[config.mk]
export PLATFORM = sky130hd
export DESIGN_NAME = iram_loader
export DESIGN_NICKNAME = d
export VERILOG_FILES = /design/src/rtl/iram_loader_pkg.sv /design/src/rtl/iram_word_packer.sv /design/src/rtl/iram_loader.sv
export SDC_FILE = /design/constraint.sdc
export NUM_CORES = 1
export LEC_CHECK = 0
export ABC_AREA = 1
export CAP_MARGIN = 15
export CELL_PAD_IN_SITES_DETAIL_PLACEMENT = 0
export CELL_PAD_IN_SITES_GLOBAL_PLACEMENT = 1
export CORE_ASPECT_RATIO = 0.5
export CORE_MARGIN = 5
export CORE_UTILIZATION = 28
export DETAILED_ROUTE_END_ITERATION = 8
export PLACE_DENSITY = 0.87
export SYNTH_ARGS = -nofsm -noshare
export SYNTH_HDL_FRONTEND = slang
export SYNTH_SLANG_ARGS = --single-unit
[constraint.sdc]
create_clock -name clk -period 2.25 [get_ports clk]
set_clock_uncertainty 0.2 [all_clocks]
set_input_delay 0.5625 -clock clk [delete_from_list [all_inputs] [get_ports clk]]
set_output_delay 0.5625 -clock clk [all_outputs]
set_load 0.01 [all_outputs]
[src/rtl/iram_loader_pkg.sv]
// iram_loader_pkg: shared state encoding and sizing constants for the IRAM loader
package iram_loader_pkg;
  localparam int IRAM_ADR_W = 12;
  localparam int BYTES_PER_WORD = 4;
  typedef enum logic [2:0] {
    IDLE    = 3'd0,
    COLLECT = 3'd1,
    WRITE   = 3'd2,
    RB_ADR  = 3'd3,
    RB_CAP  = 3'd4
  } state_t;
endpackage

[src/rtl/iram_word_packer.sv]
// iram_word_packer: packs a byte stream into 32-bit words with selectable lane order
module iram_word_packer
  import iram_loader_pkg::*;
#(
  parameter bit LITTLE_END = 1'b1
) (
  input  logic        clk,
  input  logic        rst,
  input  logic        strobe_i,
  input  logic [7:0]  byte_i,
  input  logic        clear_i,
  output logic [31:0] word_o,
  output logic        word_ready_o
);
  logic [1:0]  idx_q, idx_d;
  logic [31:0] word_q, word_d;
  logic [1:0]  lane;
  // lane insert and byte-index advance; clear wins over a simultaneous byte
  always_comb begin
    lane = LITTLE_END ? idx_q : ~idx_q;
    idx_d = clear_i ? 2'd0 : strobe_i ? idx_q + 2'd1 : idx_q;
    word_d = clear_i ? 32'd0 : word_q;
    if (strobe_i && !clear_i) word_d[{lane, 3'b000} +: 8] = byte_i;
  end
  // byte index and partial word storage
  always_ff @(posedge clk) begin
    if (rst) begin
      idx_q  <= '0;
      word_q <= '0;
    end else begin
      idx_q  <= idx_d;
      word_q <= word_d;
    end
  end
  assign word_o       = word_q;
  assign word_ready_o = strobe_i && !clear_i && idx_q == 2'(BYTES_PER_WORD - 1);
endmodule

[src/rtl/iram_loader.sv]
// iram_loader: byte-stream loader and single-word readback engine for the instruction RAM
module iram_loader
  import iram_loader_pkg::*;
#(
  parameter int ADR_W      = IRAM_ADR_W,
  parameter int CNT_W      = 13,
  parameter bit LITTLE_END = 1'b1
) (
  input  logic             clk,
  input  logic             rst,
  input  logic             ld_start,
  input  logic [ADR_W-1:0] ld_adr,
  input  logic [CNT_W-1:0] ld_words,
  input  logic             ld_abort,
  input  logic             rx_valid,
  input  logic [7:0]       rx_data,
  output logic             rx_ready,
  output logic [ADR_W-1:0] i_ram_wadr,
  output logic [31:0]      i_ram_wdata,
  output logic             i_ram_wen,
  input  logic             rb_req,
  input  logic [ADR_W-1:0] rb_adr,
  output logic             i_read_sel,
  output logic [ADR_W-1:0] i_ram_radr,
  input  logic [31:0]      i_ram_rdata,
  output logic             rb_valid,
  output logic [31:0]      rb_data,
  output logic             ld_busy,
  output logic             ld_done
);
  state_t           state_q, state_d;
  logic [ADR_W-1:0] ptr_q, ptr_d, rb_adr_q, rb_adr_d;
  logic [CNT_W-1:0] cnt_q, cnt_d;
  logic [31:0]      rb_data_q, rb_data_d, word;
  logic             rb_valid_q, rb_valid_d, zero_done_q, zero_done_d;
  logic             word_ready, start_ld, last_word;
  assign start_ld  = state_q == IDLE && ld_start && ld_words != '0;
  assign last_word = cnt_q == CNT_W'(1);
  iram_word_packer #(.LITTLE_END(LITTLE_END)) u_packer (
    .clk          (clk),
    .rst          (rst),
    .strobe_i     (rx_valid & rx_ready),
    .byte_i       (rx_data),
    .clear_i      (state_q != COLLECT || ld_abort),
    .word_o       (word),
    .word_ready_o (word_ready)
  );
  // state register
  always_ff @(posedge clk) begin
    if (rst) state_q <= IDLE;
    else     state_q <= state_d;
  end
  // next state; abort from any busy state returns to IDLE, start beats readback
  always_comb begin
    state_d = state_q;
    case (state_q)
      IDLE:    state_d = start_ld ? COLLECT : (rb_req && !ld_start) ? RB_ADR : IDLE;
      COLLECT: state_d = word_ready ? WRITE : COLLECT;
      WRITE:   state_d = last_word ? IDLE : COLLECT;
      RB_ADR:  state_d = RB_CAP;
      RB_CAP:  state_d = IDLE;
      default: state_d = IDLE;
    endcase
    if (ld_abort && state_q != IDLE) state_d = IDLE;
  end
  // datapath next values: write pointer, word counter, readback capture, zero-length done
  always_comb begin
    ptr_d       = start_ld ? ld_adr : state_q == WRITE ? ptr_q + 1'b1 : ptr_q;
    cnt_d       = start_ld ? ld_words : state_q == WRITE ? cnt_q - 1'b1 : cnt_q;
    rb_adr_d    = (state_q == IDLE && rb_req && !ld_start) ? rb_adr : rb_adr_q;
    rb_valid_d  = state_q == RB_CAP && !ld_abort;
    rb_data_d   = rb_valid_d ? i_ram_rdata : rb_data_q;
    zero_done_d = state_q == IDLE && ld_start && ld_words == '0;
  end
  // datapath registers
  always_ff @(posedge clk) begin
    if (rst) begin
      ptr_q       <= '0;
      cnt_q       <= '0;
      rb_adr_q    <= '0;
      rb_data_q   <= '0;
      rb_valid_q  <= 1'b0;
      zero_done_q <= 1'b0;
    end else begin
      ptr_q       <= ptr_d;
      cnt_q       <= cnt_d;
      rb_adr_q    <= rb_adr_d;
      rb_data_q   <= rb_data_d;
      rb_valid_q  <= rb_valid_d;
      zero_done_q <= zero_done_d;
    end
  end
  // outputs decoded from the current state; read select and write strobe are exclusive by state
  always_comb begin
    rx_ready    = state_q == COLLECT;
    i_ram_wen   = state_q == WRITE;
    i_ram_wadr  = ptr_q;
    i_ram_wdata = word;
    i_read_sel  = state_q == RB_ADR || state_q == RB_CAP;
    i_ram_radr  = rb_adr_q;
    rb_valid    = rb_valid_q;
    rb_data     = rb_data_q;
    ld_busy     = state_q != IDLE;
    ld_done     = zero_done_q || (state_q == WRITE && last_word && !ld_abort);
  end
endmodule

==> metrics, run 1 <==
area occupied by registers=2170 um2; Die Span X=200 um; Final ANT Viol Nets=0; Hold Path Sink=rb_data[10]; synth cell count leaders=110 x nand2_1, 108 x dfxtp_1, 100 x nand3_1; Hold Fails Final Rpt=0; Setup Viol. Count Final=0; Detailed Place HPWL=12,700 um; fill cell count=1,787; placed insts=1,143; clk sinks=108; ys flop type=dfxtp_1; Ys Warns=0; pre-CTS setup slack=-0.316 ns; fin cells=1,162; dpl cell area=7410 um2; DR pass1 iterations=4; Area contributors post-synth=dfxtp_1 43%, nand3_1 9.9%, nand2_1 8.2%; Syn-to-layout area delta=54.1%; area occupied by multi-input gates=2440 um2; Setup CP Type=reg2out; Pwr per Cell Area=593 nW/um2; reg2reg path depth=6; layout cells sized above 1=12.4%; DRT iter0 DRCs=350; Rows=34; CTS clk-pin slew, worst paths=0.08 ns; I/O Pins=177; setup ws final=0.0245 ns; leak pwr=3.08 nW; CP max stage delay=0.33 ns; Seq/Total Area, Yosys=42.9%; WHS=0.244 ns; actual slew at the worst max-slew pin=0.513 ns; critical-path cell list=inv_1 > ha_1 > and3_4 > a31o_2 > clkbuf_2; Worst Path Required=1.49 ns; run status=finished clean; CP Max Fanout=2; WP data arrival=1.46 ns; Max Freq=0.449 GHz; synthesized area per cell=7.08 um2; remaining routing DRC violations=0; Core Box Area=17,500 um2; global route overflow=0; Ant. Diodes=0; VDD IR max=0.452 mV; TritonCTS clock tree=built; Post-Layout Inst Area=7780 um2; Min Clock Period, post-route=2.23 ns; die span in y=105 um; Tot GR Track Use=15.6%; Die Area=21,000 um2; largest net degree at the start of global routing=44; Hold Crit Class=reg2reg; RSZ-0062 raised after global routing=yes; Num CTS Buffers=9; Post-layout nets=1,014; Setup crit start kind=register; reg2reg end=u_packer.word_o[20]; H-tree depth=3; R2R Setup Slk=0.21 ns; max-slew violation count=0; synth unique cells=35; first-pass GRT wire length=26,600 um; Max clock buf depth=2; initial antenna violation count=0; hold depth=2; #FFs+latches synth=108; Routed WL=16,500 um; Worst path top cell family by delay=flip-flops; CP Capture Type=output pin; Wirelength per Cell=14.2 um; Post-synth ARST share=0%; Max Cap Violations=0; hold buffer count at cts=0; Port Buffer Count=176; gpl congestion=0.815; final worst-path cycle share=98.9%; slowest CP cell=dfxtp_2; hold path startpoint=rb_data[10]; Post-Synthesis Cells=713; buffers plus inverters on the worst setup path=2; Initial Util=28.8%; number of global-route vias before repair=5,008; root buf cell=clkbuf_16; Synth Cell Area=5040 um2; R2R Path Start=u_packer.idx_q[0]; Synth top area share=42.9%; slew margin rel.=65.8%; cell taking the most area after synthesis=dfxtp_1; final core occ=44.4%; Mapped Nets=804; vias after detailed routing=5,369; clk_lat worst skew=0.35 ns; count leader, synth=nand2_1; Post-synth EDFFs=0; Vias/cell=4.62
-- worst register-to-register path, delay by kind of cell, from the launching register on --
family | cells | cell delay [ns]
adder cells (fa/ha/maj) | 1 | 0.38
buffers and inverters | 2 | 0.41
AO/OA/AOI/OAI | 1 | 0.16
flip-flops | 1 | 0.33
AND/OR/NAND/NOR | 2 | 0.51
-- metal layers --
layer | share of wire (%) | global-route usage, % | vias up
met1 | 44 | 20.0 | 2511
met2 | 51 | 27.1 | 87
li1 | - | - | 2752
met5 | 0 | 0 | -
met3 | 3.6 | 2.93 | 19
met4 | 1.6 | 3.88 | 0
-- flip-flops by register name (all words and copies together) (netlist names) --
name and count:
u_packer.idx_q 2, rb_data 32, u_packer.word_o 32, i_ram_wadr 12, rb_valid 1, i_ram_radr 12, state_q 3, cnt_q 13
zero_done_q 1
-- layout make-up --
type | count | area share [%]
Inverter | 92 | 4.44
Timing Repair Buffer | 234 | 28.8
Sequential cell | 108 | 27.9
Multi-Input combinational cell | 478 | 31.3
Tap cell | 234 | 3.77
Clock buffer | 9 | 2.90
Clock inverter | 7 | 0.933
-- layout by cell type, fill, tap and decap left out, types with 4 or more instances in the layout --
cell type,n
a31oi_1,7
nor2_4,5
dfxtp_2,4
nand3_1,99
nand4_1,7
nor2_1,65
nand2_1,108
inv_2,6
buf_12,4
o211ai_1,8
nand3b_1,4
ha_1,8
dfxtp_1,104
buf_4,53
nand2_2,6
nor2_2,5
xnor2_1,4
clkdlybuf4s50_1,170
xor2_1,4
clkbuf_16,9
a21oi_1,70
inv_1,84
o21ai_0,59
-- metrics by stage --
step	power (mW)	setup TNS, ns
detailed placement	3.03	-3.51
finish	4.61	0
global placement	3.02	-1.82
CTS	4.64	-0.174
global route	4.86	-0.0399
floorplan	2.55	0
-- worst max path at each step --
| stage | start | to | slack, ns | depth (start not counted) |
|---|---|---|---|---|
| after global routing | cnt_q[1] | ld_done | -0.04 | 5 |
| final | cnt_q[1] | ld_done | 0.02 | 5 |
| after detailed placement | ld_abort | ld_done | -0.32 | 4 |
| after CTS | cnt_q[4] | ld_done | -0.17 | 6 |
| after floorplan | u_packer.idx_q[0] | u_packer.word_o[21] | 0.15 | 7 |
| after global placement | ld_abort | ld_done | -0.31 | 4 |
-- power by group --
group	total, mW	leakage [nW]	internal, mW	switching [mW]
sequential	2.05	0.878	1.99	0.0681
clock	1.59	0.144	0.790	0.796
combinational	0.974	2.05	0.492	0.481
total	4.61	3.08	3.27	1.35
-- logic make-up (layout without fill, tap and decap cells) --
logic type	after synthesis	in the layout	share of synthesized area (%)
and+or+nand+nor	315	315	28.6
DFF	108	108	42.9
AOI/OAI and AO/OA	147	147	15.4
adders and majority gates	8	8	1.98
buffers and inverters	127	342	9.85
xor gates and xnor gates	8	8	1.39
-- timing repair --
item                                    in CTS  in global routing
endpoints found under the setup margin       5                  4
gates resized for setup                     12                 13
buffers inserted                             0                  3
pin swaps                                    1                  4
Power figures use the tool's default switching activity.
==> run 2: changes to the inputs <==
--- a/config.mk
+++ b/config.mk
@@ -10,7 +10,7 @@
 export CELL_PAD_IN_SITES_DETAIL_PLACEMENT = 0
 export CELL_PAD_IN_SITES_GLOBAL_PLACEMENT = 1
 export CORE_ASPECT_RATIO = 0.5
-export CORE_MARGIN = 5
+export CORE_MARGIN = 8
 export CORE_UTILIZATION = 28
 export DETAILED_ROUTE_END_ITERATION = 8
 export PLACE_DENSITY = 0.87
==> run 2 against run 1 <==
Count of clock-buffer cells in the layout stayed put. Critical endpoint unchanged. Sequential cell count stayed put. Die area is 8.9% higher. Global-route usage is 0.86 points lower. Via count is 0.88% lower. Worst setup slack better by 0.036 ns. Combinational power is 1% lower.
==> metrics, run 2 (synthesized netlist as in run 1, its figures left out) <==
gpl congestion=0.821 (was 0.815); setup TNS=0 ns (unchanged); WHS=0.247 ns (was 0.244 ns); CP Capture Type=output pin (unchanged); H-tree depth=3 (unchanged); DR pass1 iterations=4 (unchanged); Hold Fails Final Rpt=0 (unchanged); actual slew at the worst max-slew pin=0.491 ns (was 0.513 ns); Initial Util=28.8% (unchanged); Die Span X=206 um (was 200 um); VDD IR max=0.366 mV (was 0.452 mV); final core occ=44.1% (was 44.4%); Setup Viol. Count Final=0 (unchanged); I/O Pins=177 (unchanged); largest net degree at the start of global routing=66 (was 44); Worst Path Required=1.49 ns (about the same); hold buffer count at cts=0 (unchanged); Syn-to-layout area delta=53.2% (was 54.1%); hold path startpoint=rb_data[28] (was rb_data[10]); reg2reg end=cnt_q[10] (was u_packer.word_o[20]); pre-CTS setup slack=-0.322 ns (was -0.316 ns); Min Clock Period, post-route=2.19 ns (was 2.23 ns); vias after detailed routing=5,322 (was 5,369); clk_lat worst skew=0.35 ns (about the same); DRT iter0 DRCs=291 (was 350); R2R Path Start=cnt_q[0] (was u_packer.idx_q[0]); Hold Path Sink=rb_data[28] (was rb_data[10]); GR peak layer=met2 (unchanged); Detailed Place HPWL=13,300 um (was 12,700 um); root buf cell=clkbuf_16 (unchanged); Die Area=22,800 um2 (was 21,000 um2); initial antenna violation count=1 (was 0); most common cell after layout, fill and taps aside=clkdlybuf4s50_1 (unchanged); WP data arrival=1.43 ns (was 1.46 ns); leak pwr=3.08 nW (about the same); Core Box Area=17,500 um2 (unchanged); RSZ-0062 raised after global routing=no (was yes); Max Cap Violations=0 (unchanged); Num CTS Buffers=9 (unchanged); setup ws final=0.0608 ns (was 0.0245 ns); Tot GR Track Use=14.7% (was 15.6%); Hold Crit Class=reg2reg (unchanged); Setup crit start kind=register (unchanged); remaining routing DRC violations=0 (unchanged); M3 GR Usage=3.56% (was 2.93%); reg2reg path depth=12 (was 6); layout cells sized above 1=11.9% (was 12.4%); routing usage on met1=16.6% (was 20.0%); Max clock buf depth=2 (unchanged); die span in y=111 um (was 105 um); Max Freq=0.457 GHz (was 0.449 GHz); Port Buffer Count=176 (unchanged); max-slew violation count=0 (unchanged); Final ANT Viol Nets=0 (unchanged); Routed WL=17,300 um (was 16,500 um); run status=finished clean (unchanged); fill cell count=1,755 (was 1,787); clk sinks=108 (unchanged); TritonCTS clock tree=built (unchanged); number of global-route vias before repair=5,162 (was 5,008); hold depth=2 (unchanged); most frequent cells in the layout=169 x clkdlybuf4s50_1, 110 x nand2_1, 106 x dfxtp_1 (was 170 x clkdlybuf4s50_1, 108 x nand2_1, 104 x dfxtp_1); slew margin rel.=67.3% (was 65.8%); Post-layout nets=1,014 (unchanged); global route overflow=0 (unchanged); CP Max Fanout=2 (unchanged); first-pass GRT wire length=27,300 um (was 26,600 um); met2 Use GR=26.7% (was 27.1%); Vias/cell=4.58 (was 4.62); CTS clk-pin slew, worst paths=0.07 ns (was 0.08 ns); Ant. Diodes=0 (unchanged); R2R Setup Slk=0.33 ns (was 0.21 ns); overall power=4.58 mW (was 4.61 mW); Rows=34 (unchanged); Setup CP Type=reg2out (unchanged); final worst-path cycle share=97.3% (was 98.9%); Pwr per Cell Area=593 nW/um2 (about the same); Wirelength per Cell=14.9 um (was 14.2 um)
-- run 2: changes by cell type in the layout (fill, tap and decap cells not counted), sizes merged --
| cell | change |
|---|---|
| clkdlybuf4s50 | -1 |
| inv | -1 |
| buf | +1 |
| clkinv | +1 |
| clkinvlp | -1 |
| dlymetal6s2s | +1 |
| clkbuf | -1 |
-- run 2: per-stage QoR --
| stage | std cells | area [um2] |
|---|---|---|
| final | 1161 | 7730 |
| after CTS | 1161 | 7690 |
| after global routing | 1161 | 7730 |
| after global placement | 1146 | 7410 |
| after detailed placement | 1146 | 7410 |
| after floorplan | 713 | 5040 |
-- run 2: per-layer routing --
| layer | share of wire, % | wire length, um |
|---|---|---|
| met2 | 52 | 8960 |
| met3 | 4.1 | 704 |
| met5 | 0.075 | 13 |
| met1 | 42 | 7250 |
| met4 | 2.2 | 373 |
-- run 2: how the worst max path moves through the flow --
stage                     slack, ns  cells after the start              start                   to
final                          0.06                      5           cnt_q[1]              ld_done
after global routing           0.01                      6           cnt_q[9]              ld_done
after CTS                     -0.19                      6           cnt_q[8]              ld_done
after detailed placement      -0.32                      4           ld_abort              ld_done
after global placement        -0.33                      4           ld_abort              ld_done
after floorplan                0.15                      7  u_packer.idx_q[0]  u_packer.word_o[21]
-- run 2: cell type report --
| type | instances | area (um2) | area share, % |
|---|---|---|---|
| clock buffer | 9 | 225 | 2.91 |
| clock inverter | 6 | 57.6 | 0.745 |
| sequential | 108 | 2170 | 28.0 |
| tap | 234 | 293 | 3.79 |
| inverter | 92 | 345 | 4.47 |
| timing repair buffer | 234 | 2220 | 28.7 |
| multi-input combinational | 478 | 2420 | 31.3 |
-- run 2: critical path, cell delays in order (launching register included) --
cell and delay, ns:
dfxtp_2 0.34, inv_2 0.04, ha_1 0.16, and3_4 0.19, a31o_4 0.24, buf_6 0.11
-- run 2: where the power goes --
part	total [mW]	internal, mW	switching (mW)
Clock	1.58	0.775	0.800
Sequential	2.05	1.98	0.0625
Combinational	0.960	0.481	0.479
-- run 2: repair_timing --
action / CTS / global route
resized for setup: 8 / 14
buffers inserted: 0 / 0
pin swaps: 0 / 2
setup endpoints to repair: 5 / 2
